--- config.mk ---
export PLATFORM = sky130hd
export DESIGN_NAME = bt_tx_arbiter
export DESIGN_NICKNAME = d
export VERILOG_FILES = /design/src/rtl/bt_tx_arbiter.sv
export SDC_FILE = /design/constraint.sdc
export NUM_CORES = 1
export LEC_CHECK = 0
export CAP_MARGIN = 25
export CORE_MARGIN = 3
export CORE_UTILIZATION = 48
export CTS_CLUSTER_SIZE = 28
export DETAILED_ROUTE_END_ITERATION = 12
export PLACE_DENSITY = 0.87
export SYNTH_ARGS = -nofsm -noshare
export SYNTH_HDL_FRONTEND = slang
export SYNTH_SLANG_ARGS = --single-unit
--- constraint.sdc ---
create_clock -name clk -period 4.5 [get_ports clk]
set_clock_uncertainty 0.1 [all_clocks]
set_input_delay 0.45 -clock clk [delete_from_list [all_inputs] [get_ports clk]]
set_output_delay 0.45 -clock clk [all_outputs]
set_load 0.05 [all_outputs]
--- src/rtl/bt_tx_arbiter.sv ---
// Three-requester byte arbiter feeding a UART transmitter through a LOAD/STROBE/WAIT handshake.
// Define BT_TX_ARB_FIXED_PRIO_EN for fixed priority (req[0] highest); round-robin otherwise.
module bt_tx_arbiter #(
    parameter int unsigned GUARD = 2
) (
    input  logic       clk,
    input  logic       rst,
    input  logic [2:0] req,
    input  logic [7:0] data0,
    input  logic [7:0] data1,
    input  logic [7:0] data2,
    input  logic       txrdy,
    output logic [2:0] gnt,
    output logic [7:0] data_tx,
    output logic       wen
);

    typedef enum logic [1:0] {
        IDLE,
        LOAD,
        STROBE,
        WAIT
    } state_t;

    state_t     state_q, state_d;
    logic [2:0] gnt_q, gnt_d;
    logic       wen_q, wen_d;
    logic [7:0] data_q, data_d;
    logic [3:0] cnt_q, cnt_d;
    logic [1:0] win_idx;
    logic [7:0] win_data;

`ifdef BT_TX_ARB_FIXED_PRIO_EN
    always_comb begin
        if (req[0])      win_idx = 2'd0;
        else if (req[1]) win_idx = 2'd1;
        else             win_idx = 2'd2;
    end
`else
    logic [1:0] last_q, last_d;

    // Search starts just after the previous winner and wraps 2 -> 0.
    always_comb begin
        case (last_q)
            2'd0:    win_idx = req[1] ? 2'd1 : (req[2] ? 2'd2 : 2'd0);
            2'd1:    win_idx = req[2] ? 2'd2 : (req[0] ? 2'd0 : 2'd1);
            default: win_idx = req[0] ? 2'd0 : (req[1] ? 2'd1 : 2'd2);
        endcase
    end
`endif

    always_comb begin
        case (win_idx)
            2'd0:    win_data = data0;
            2'd1:    win_data = data1;
            default: win_data = data2;
        endcase
    end

    // NOTE: every always_comb output gets a default first, so no path can infer a latch.
    always_comb begin
        state_d = state_q;
        gnt_d   = 3'b000;
        wen_d   = 1'b1;
        data_d  = data_q;
        cnt_d   = cnt_q;
`ifndef BT_TX_ARB_FIXED_PRIO_EN
        last_d  = last_q;
`endif
        case (state_q)
            IDLE: begin
                if ((|req) && txrdy) begin
                    state_d = LOAD;
                    gnt_d   = 3'b001 << win_idx;
                    data_d  = win_data;
`ifndef BT_TX_ARB_FIXED_PRIO_EN
                    last_d  = win_idx;
`endif
                end
            end
            LOAD: begin
                state_d = STROBE;
                wen_d   = 1'b0;
            end
            STROBE: begin
                state_d = WAIT;
                cnt_d   = GUARD[3:0];
            end
            WAIT: begin
                if (cnt_q == 4'd0) begin
                    if (txrdy) state_d = IDLE;
                end else begin
                    cnt_d = cnt_q - 4'd1;
                end
            end
        endcase
    end

    // NOTE: state registers use non-blocking assignments so all flops update together on the edge.
    always_ff @(posedge clk or posedge rst) begin
        if (rst) begin
            state_q <= IDLE;
            gnt_q   <= 3'b000;
            wen_q   <= 1'b1;
            data_q  <= 8'h00;
            cnt_q   <= 4'd0;
`ifndef BT_TX_ARB_FIXED_PRIO_EN
            last_q  <= 2'd2;
`endif
        end else begin
            state_q <= state_d;
            gnt_q   <= gnt_d;
            wen_q   <= wen_d;
            data_q  <= data_d;
            cnt_q   <= cnt_d;
`ifndef BT_TX_ARB_FIXED_PRIO_EN
            last_q  <= last_d;
`endif
        end
    end

    assign gnt     = gnt_q;
    assign wen     = wen_q;
    assign data_tx = data_q;

endmodule

==> impl_metrics.ini <==
[route]
wire_per_inst_um = 15.3
vias = 1097
ant_nets = 0
drtPass1Iterations = 6
drc_errors = 0
viasPerCell = 5.63
finalWirelength_um = 2990
drtIter0Drc = 24

[synth]
synth_seq_cells = 20
synth.avg_cell_area_um2 = 9.71
syn_inst = 128
ys_types = 37
synth_fa_ha_area_share_pct = 6.04
synth_xor_area_share_pct = 0
synth_compound_area_share_pct = 23.7
synth_top_family_by_area = compound AO/OA/AOI/OAI gates
yosys_warnings = 0
synthMuxAreaShare_pct = 1.71
synth_simple_gate_area_share_pct = 20.4
synth_area_mm2 = 0.00124
synth_nets = 164
seq_area_frac_synth_pct = 40.5

[worst_setup_path]
path_cells = clkdlybuf4s50_1
crit_slowest_cell = clkdlybuf4s50_1
endpoint_kind = primary output
startpoint_type = flip-flop
crit_type = reg -> out
path_max_fanout = 1
cp_data_arrival_time_ns = 1.63
crit_required_ns = 3.95
worst_path_dominant_cell_family = buffers and inverters
slowest_delay_ns = 0.79
crit_buf_inv = 1

[sta]
hold_violations = 0
fmax_mhz = 459
rsz0062_at_grt = false
min_period_over_period_pct = 48.5
worst_pin_slew_ns = 0.782
slew_headroom_pct = 47.8
slew_violations = 0
tns_ns = 0
fin_hold_ws_ns = 0.465
setup_viol = 0
period_minus_slack_ns = 2.18

[placement]
place.gp.congestion = 0.851
portBuffers = 41
dp_hpwl_um = 2270

[job]
max_cap_violations = 0

[run_status]
status = complete, no violations

[cells_and_area]
n_antenna_cell = 0
n_fill_cell = 194
final_layout_size_suffix_gt1_share_pct = 8.38
nNetsFinal = 204
area_delta_synth_final_pct = 33.5

[clock_network]
cts_made_buffers = 3
cts-resized-gates = 0
post_cts.repair.setup_buffers = 0
htree_levels = 1
holdBufCountCts = 0
clk_pin_slew_ns = 0.11
clock_latency_ns = 0.30
root_buffer = clkbuf_4
cts_sinks = 20
clock_path_buffers = 2
cts_tree = yes

[min_path]
holdCritPathClass = reg -> reg

[grt]
grt_max_degree = 21
grt_pass1_wl_um = 5150
grt_pass1_vias = 1059
antenna_found_initial = 0
gr-total-overflow = 0
track_usage_pct = 20.3

[floorplanning]
dieArea_mm2 = 0.00323
num_io_pins = 42
dieHeight_um = 56.9
rows = 17
initial_core_util_pct = 53.1
core-area_mm2 = 0.00234
die_w_um = 56.9

[pwr]
p_leak_nw = 0.684
power_mw = 1.05
power_density_mw_per_mm2 = 631
vdd.ir_drop.worst_mv = 0.465
## Yosys cell counts
cell type | count | share of area [%]
nand2_1 | 18 | 5.4
nor4b_2 | 1 | 1.2
nor3b_2 | 1 | 1.0
dfrtp_1 | 18 | 36
buf_6 | 4 | 3.6
o2bb2ai_4 | 1 | 2.2
a31oi_1 | 2 | 1.0
o21a_1 | 1 | 0.60
ha_1 | 6 | 6.0
or2b_1 | 1 | 0.60
or4_1 | 1 | 0.60
buf_2 | 1 | 0.40
a41oi_1 | 7 | 4.9
o31a_1 | 1 | 0.71
o211ai_1 | 1 | 0.60
mux2_1 | 1 | 0.91
nor2b_1 | 2 | 1.0
and3b_2 | 1 | 0.81
a22oi_1 | 1 | 0.60
nand3_1 | 2 | 0.81
nor4_4 | 1 | 1.7
a41oi_2 | 1 | 1.3
and2b_4 | 1 | 0.81
o2111a_1 | 2 | 1.8
dfstp_2 | 2 | 4.2
mux2i_1 | 1 | 0.81
a32o_1 | 1 | 0.81
buf_8 | 1 | 1.2
nor2_1 | 16 | 4.8
inv_1 | 8 | 2.4
a21oi_1 | 4 | 1.6
and2b_1 | 1 | 0.60
nand2b_1 | 2 | 1.0
o311a_1 | 1 | 0.81
o21ai_0 | 13 | 5.2
o31ai_1 | 1 | 0.60
a211o_2 | 1 | 0.81
## path summary, 6_finish.rpt
kind / startpoint / end / slack (ns) / cells after the start
setup / recovery: wen / wen / 2.32 / 1
hold / removal: state_q[0] / wen / 0.46 / 2
setup reg to reg: state_q[1] / data_tx[0] / 2.57 / 4
hold reg to reg: state_q[0] / wen / 0.46 / 2
max in group asynchronous: rst / data_tx[5] / 3.34 / 2
min in group asynchronous: rst / cnt_q[3] / 0.47 / 2
## flip-flops by register name (all words and copies together) (netlist names)
name / flops
data_tx: 8
cnt_q: 4
gnt: 3
last_q: 2
state_q: 2
wen: 1
## metal layers
layer  global-route usage [%]  vias up  share of wire [%]
met5                        0        -                  0
li1                         -      535                  -
met2                     33.2       32                 50
met3                     6.44        4                5.5
met4                     4.97        0                1.4
met1                     26.1      526                 43
## cell type report
cell class,count,area (µm²),share of cell area [%]
multi-input cells,94,644,38.8
repair buffers,41,410,24.7
clock buffers,4,36.3,2.19
well taps,28,35.0,2.11
flip-flops and latches,20,503,30.3
inverters,8,30.0,1.81
## report_power, final
group | leakage [nW] | switching [mW] | total (mW) | internal [mW]
sequential | 0.239 | 0.0719 | 0.334 | 0.262
combinational | 0.424 | 0.368 | 0.606 | 0.238
clock | 0.0210 | 0.0573 | 0.107 | 0.0494
## kinds of logic (layout without fill, tap and decap cells)
group,after synthesis,in the layout
buffers and inverters,14,53
multiplexers,2,2
AO/OA/AOI/OAI,38,38
AND/OR/NAND/NOR,48,48
adder cells (fa/ha/maj),6,6
flip-flops,20,20
## placed cells by master, fill, tap and decap left out, types with 2 or more instances in the layout
cell             netlist  layout
dfstp_2                2       2
clkdlybuf4s50_1        0      41
o2111a_1               2       2
nor2b_1                2       2
o21ai_0               13      13
nand2b_1               2       2
a21oi_1                4       4
inv_1                  8       8
dfrtp_1               18      18
a31oi_1                2       2
nor2_1                16      16
clkbuf_4               0       3
ha_1                   6       6
nand2_1               18      18
a41oi_1                7       7
nand3_1                2       2
## metrics by stage
| stage | worst slack, ns | instances | cell area, µm² | util [%] |
|---|---|---|---|---|
| 5_1_grt | 2.28 | 195 | 1660 | 70.9 |
| 3_5_place_dp | 2.19 | 191 | 1620 | 69.4 |
| 6_report | 2.32 | 195 | 1660 | 70.9 |
| 4_1_cts | 2.31 | 195 | 1660 | 70.9 |
| 2_1_floorplan | 2.86 | 128 | 1240 | - |
| 3_3_place_gp | 2.27 | 191 | 1620 | 69.4 |
Note: power is estimated with default switching activity, not from simulation.
